--- src/rtl/mac_seq_ctrl.sv ---
// mac_seq_ctrl: sequencer for the shared 8x8 multiply / 16-bit accumulate datapath.
// Takes a length and a start pulse, clears the MAC, streams operand pairs into it
// over valid/ready, then captures the final accumulator on a valid/ready result port.
// Optional feature macro: MAC_SEQ_OVF_EN (sticky 16-bit accumulate overflow flag on res_ovf).
module mac_seq_ctrl #(
  parameter int unsigned LEN_W = 8
) (
  input  logic             clk,
  input  logic             rst,
  input  logic             start,
  input  logic [LEN_W-1:0] len,
  output logic             busy,
  input  logic             in_valid,
  output logic             in_ready,
  input  logic [7:0]       in_a,
  input  logic [7:0]       in_b,
  output logic [7:0]       mac_a,
  output logic [7:0]       mac_b,
  output logic             mac_en,
  output logic             mac_clr,
  input  logic [15:0]      mac_acc,
  output logic             res_valid,
  input  logic             res_ready,
  output logic [15:0]      res_data,
  output logic             res_ovf
);

  typedef enum logic [2:0] {
    S_IDLE,
    S_CLEAR,
    S_RUN,
    S_DRAIN,
    S_DONE
  } state_t;

  state_t           state_q, state_d;
  logic [LEN_W-1:0] cnt_q, cnt_d;
  logic [15:0]      res_q, res_d;
  logic             hs;

  // Handshake and datapath drive are pure functions of state and inputs
  assign in_ready  = (state_q == S_RUN);
  assign hs        = in_valid & in_ready;
  assign mac_en    = hs;
  assign mac_a     = hs ? in_a : '0;
  assign mac_b     = hs ? in_b : '0;
  assign mac_clr   = (state_q == S_CLEAR);
  assign busy      = (state_q != S_IDLE);
  assign res_valid = (state_q == S_DONE);
  assign res_data  = res_q;

  // State, element counter and captured result registers
  always_ff @(posedge clk) begin
    if (rst) begin
      state_q <= S_IDLE;
      cnt_q   <= '0;
      res_q   <= '0;
    end else begin
      state_q <= state_d;
      cnt_q   <= cnt_d;
      res_q   <= res_d;
    end
  end

  // Next-state, counter and result capture
  // len is loaded into the counter on the start edge rather than in CLEAR, so a
  // len change during CLEAR cannot leak in; the counter is not observable in between.
  always_comb begin
    state_d = state_q;
    cnt_d   = cnt_q;
    res_d   = res_q;
    case (state_q)
      S_IDLE: begin
        if (start) begin
          if (len != '0) begin
            cnt_d   = len;
            state_d = S_CLEAR;
          end else begin
            res_d   = '0;
            state_d = S_DONE;
          end
        end
      end
      S_CLEAR: begin
        state_d = S_RUN;
      end
      S_RUN: begin
        if (hs) begin
          cnt_d = cnt_q - LEN_W'(1);
          if (cnt_q == LEN_W'(1)) begin
            state_d = S_DRAIN;
          end
        end
      end
      S_DRAIN: begin
        res_d   = mac_acc;
        state_d = S_DONE;
      end
      S_DONE: begin
        if (res_ready) begin
          state_d = S_IDLE;
        end
      end
      default: begin
        state_d = S_IDLE;
      end
    endcase
  end

`ifdef MAC_SEQ_OVF_EN
  logic        ovf_q, ovf_d;
  logic [15:0] prod;
  logic        carry;

  assign prod  = in_a * in_b;
  // Carry out of {1'b0,mac_acc} + prod, written as prod > (16'hFFFF - mac_acc)
  assign carry = (prod > ~mac_acc);

  // Sticky overflow: cleared when a new vector starts, set on any carrying handshake
  always_comb begin
    ovf_d = ovf_q;
    if ((state_q == S_IDLE) && start && (len == '0)) begin
      ovf_d = 1'b0;
    end else if (state_q == S_CLEAR) begin
      ovf_d = 1'b0;
    end else if (hs && carry) begin
      ovf_d = 1'b1;
    end
  end

  // Overflow flag register
  always_ff @(posedge clk) begin
    if (rst) begin
      ovf_q <= 1'b0;
    end else begin
      ovf_q <= ovf_d;
    end
  end

  assign res_ovf = ovf_q;
`else
  assign res_ovf = 1'b0;
`endif

endmodule
--- config.mk ---
export PLATFORM = sky130hd
export DESIGN_NAME = mac_seq_ctrl
export DESIGN_NICKNAME = d
export VERILOG_FILES = /design/src/rtl/mac_seq_ctrl.sv
export SDC_FILE = /design/constraint.sdc
export NUM_CORES = 1
export LEC_CHECK = 0
export ABC_AREA = 1
export CAP_MARGIN = 20
export CORE_MARGIN = 10
export CORE_UTILIZATION = 35
export DETAILED_ROUTE_END_ITERATION = 8
export PLACE_DENSITY = 0.78
export SETUP_SLACK_MARGIN = 0.02
export SLEW_MARGIN = 20
export SYNTH_ARGS = -nofsm -noshare
export SYNTH_HDL_FRONTEND = slang
export SYNTH_SLANG_ARGS = --single-unit
--- constraint.sdc ---
create_clock -name clk -period 1.45 [get_ports clk]
set_clock_uncertainty 0.1 [all_clocks]
set_input_delay 0.2175 -clock clk [delete_from_list [all_inputs] [get_ports clk]]
set_output_delay 0.2175 -clock clk [all_outputs]
set_load 0.01 [all_outputs]
==> load_flow_metrics.sql <==
INSERT INTO impl_metrics (metric_group, metric, value, unit) VALUES
('run_status', 'run_status', 'finished, violations left', ''),
('run_status', 'failed_checks', 'setup timing', ''),
('cells_and_area', 'layout_cell_area_excl_fill', '2849', 'um^2'),
('logic_synthesis', 'synth_largest_type_area_fraction', '0.3498', ''),
('cells_and_area', 'fill_cells', '377', ''),
('power', 'worst_ir_drop_vdd', '0.6884', 'mV'),
('grt', 'first_pass_grt_wire_length', '8880', 'um'),
('detailed_routing', 'route.antenna.remaining_nets', '0', ''),
('clock_tree', 'clock_pin_slew_on_the_worst_setup_and_hold_paths', '90', 'ps'),
('power', 'total_power', '4.282', 'mW'),
('critical_path', 'worstSetupStartpointType', 'flip-flop', ''),
('floorplanning', 'starting_utilization_of_the_core_area', '0.3573', ''),
('sta', 'layout_min_cycle_time', '1617', 'ps'),
('logic_synthesis', 'synth.lib_cells_used.distinct', '25', ''),
('place', 'numPortBuffers', '81', ''),
('floorplanning', 'pin_count', '83', ''),
('logic_synthesis', 'synthesis.nets', '288', ''),
('sta', 'setup_ws', '-167.1', 'ps'),
('logic_synthesis', 'synth.yosys.seq_area_share', '0.3498', ''),
('clock_tree', 'ctsHtreeMaxLevel', '1', ''),
('critical_path', 'cpPeakStageDelay', '390', 'ps'),
('logic_synthesis', 'biggest_area_consumer_among_synthesized_cells', 'dfxtp_1', ''),
('cells_and_area', 'post_route_cells_drive_above_1_share', '0.2955', ''),
('critical_path', 'path_cells', 'nand3_2 -> inv_2 -> nand2_4 -> buf_16 -> nor2_2 -> buf_2', ''),
('power', 'power_density', '1503', 'nW/um^2'),
('logic_synthesis', 'post_syn_instances', '241', ''),
('detailed_routing', 'route.detailed.vias_per_inst', '4.891', ''),
('clock_tree', 'clock_tree.buffer_depth', '2', ''),
('cells_and_area', 'post_layout_util', '0.6589', ''),
('sta', 'hold_viol', '0', ''),
('logic_synthesis', 'yosysWarnings', '0', ''),
('critical_path', 'crit_type', 'flip-flop to output port', ''),
('sta', 'setup_viol', '29', ''),
('critical_path', 'worstPathMaxFanout', '8', ''),
('detailed_routing', 'post_drt_wl_per_cell', '14.33', 'um'),
('cells_and_area', 'ff_latch_area', '546.8', 'um^2'),
('critical_path', 'beginning_of_the_worst_register_to_register_path', 'state_q[0]', ''),
('critical_path', 'r2r_setup_slack', '-100', 'ps'),
('grt', 'grtUsageTotal', '0.1424', ''),
('grt', 'antenna_found_initial', '0', ''),
('critical_path', 'cpMaxStageDelayCell', 'dfxtp_4', ''),
('run', 'max_cap_viol_count', '0', ''),
('place', 'dp_worst_setup_slack', '-460.2', 'ps'),
('sta', 'maxClockFrequency', '618.4', 'MHz'),
('logic_synthesis', 'netlist_top_cells_area', 'dfxtp_1 (35%), nand2_1 (13%), nor2_1 (9.5%)', ''),
('critical_path', 'reg2reg_depth', '9', ''),
('clock_tree', 'root_buffer', 'clkbuf_8', ''),
('sta', 'fin_hold_ws', '237.7', 'ps'),
('grt', 'grt_pass1_vias', '1840', ''),
('floorplanning', 'die_height', '86.45', 'um'),
('clock_tree', 'clock_sink_count', '27', ''),
('sta', 'timing_max_transition_violations_final', '0', ''),
('detailed_routing', '1st_iter_drt_viols', '120', ''),
('floorplanning', 'coreArea', '4324', 'um^2'),
('logic_synthesis', 'area_of_the_mapped_netlist', '1545', 'um^2'),
('cells_and_area', 'layout.cells.non_filler', '404', ''),
('place', 'post_dp_cell_area', '2569', 'um^2'),
('min_path', 'holdCritPathClass', 'input pin to flip-flop', ''),
('cells_and_area', 'antennaDiodeCount', '0', ''),
('grt', 'globalRoute.totalOverflow', '0', ''),
('place', 'gp_routability_congestion', '0.8784', ''),
('critical_path', 'worst_setup_path_end_kind', 'output port', ''),
('logic_synthesis', 'ys_ff_latch', '27', ''),
('clock_tree', 'numCtsBuffers', '3', ''),
('min_path', 'holdPathStages', '5', ''),
('critical_path', 'critical_path_arrival', '1300', 'ps'),
('clock_tree', 'cts_tree', 'built', ''),
('cells_and_area', 'nNetsFinal', '400', ''),
('cells_and_area', 'area.growth.synth_to_final', '84.37', '%'),
('detailed_routing', 'remaining_drc_errors', '0', ''),
('grt', 'grt_max_degree', '18', '');
-- worst max-delay path, delay by kind of cell (launching register included) --
family                 cells  cell delay, ps
buffers and inverters      3             390
flip-flops                 1             390
AND/OR/NAND/NOR            3             250
-- Yosys cell counts --
master / instances
nand2_1: 55
nor2_1: 39
inv_1: 30
dfxtp_1: 27
a21oi_1: 21
nand4_1: 18
nand3_1: 15
clkbuf_1: 5
o21ai_0: 5
inv_2: 4
buf_6: 3
buf_2: 2
buf_4: 2
ha_1: 2
nor3_1: 2
o21ai_1: 2
a31oi_1: 1
conb_1: 1
nand2_2: 1
nand2_4: 1
nand3_2: 1
nor3_4: 1
o21a_1: 1
o21ai_4: 1
or2_2: 1
-- state kept, by name (all words and copies together), names as in the netlist --
register / count
res_data: 16
state_q: 3
cnt_q: 8
-- layout by cell type (no fill, tap or decap), types with 3 or more instances in the layout --
| master | count |
|---|---|
| a21oi_1 | 17 |
| a21oi_2 | 4 |
| buf_2 | 12 |
| buf_4 | 27 |
| buf_6 | 16 |
| clkbuf_8 | 3 |
| clkdlybuf4s50_1 | 39 |
| dfxtp_1 | 24 |
| dlygate4sd2_1 | 16 |
| dlymetal6s2s_1 | 5 |
| inv_1 | 28 |
| inv_2 | 4 |
| nand2_1 | 50 |
| nand2_2 | 3 |
| nand2_4 | 4 |
| nand3_1 | 13 |
| nand3_2 | 3 |
| nand4_1 | 18 |
| nor2_1 | 27 |
| nor2_2 | 7 |
| nor2_4 | 5 |
| o21ai_0 | 5 |
-- cell type report --
type / count / share of cell area
clock buffers: 3 / 0.01449
multi-input cells: 169 / 0.3333
flip-flops and latches: 27 / 0.1919
inverters: 34 / 0.04743
well taps: 52 / 0.02284
clock inverters: 1 / 0.002635
repair buffers: 118 / 0.3874
-- what timing repair did --
item,4_1_cts,5_1_grt
hold buffers,0,0
resized for setup,112,50
buffers inserted,5,9
cloned,2,0
pin swaps,1,4
endpoints found under the hold margin,0,0
setup endpoints to repair,63,47
-- per-layer routing --
metal,vias to the layer above,track usage,part of all wire
met4,0,0.03976,0.013
met5,-,0,0
met1,904,0.1734,0.41
met2,69,0.2383,0.50
li1,997,-,-
met3,6,0.03940,0.076
-- report_power, final --
part	switching, mW	internal, mW	total, mW
Clock	0.242	0.195	0.437
Sequential	0.146	0.916	1.06
Combinational	1.48	1.30	2.78
Total	1.87	2.41	4.28
-- kinds of logic after synthesis --
group / Yosys count / share of synthesized area
compound gates: 31 / 0.1101
fa+ha+maj: 2 / 0.01619
buf+inv: 46 / 0.1328
flops: 27 / 0.3498
other cells: 1 / 0.002427
simple gates: 134 / 0.3887
-- path summary, 6_finish.rpt --
| check | end |
|---|---|
| worst max register to register | cnt_q[1] |
| worst max-delay path | mac_b[0] |
| worst min register to register | res_data[11] |
| worst min-delay path | cnt_q[7] |
Power figures use the tool's default switching activity.
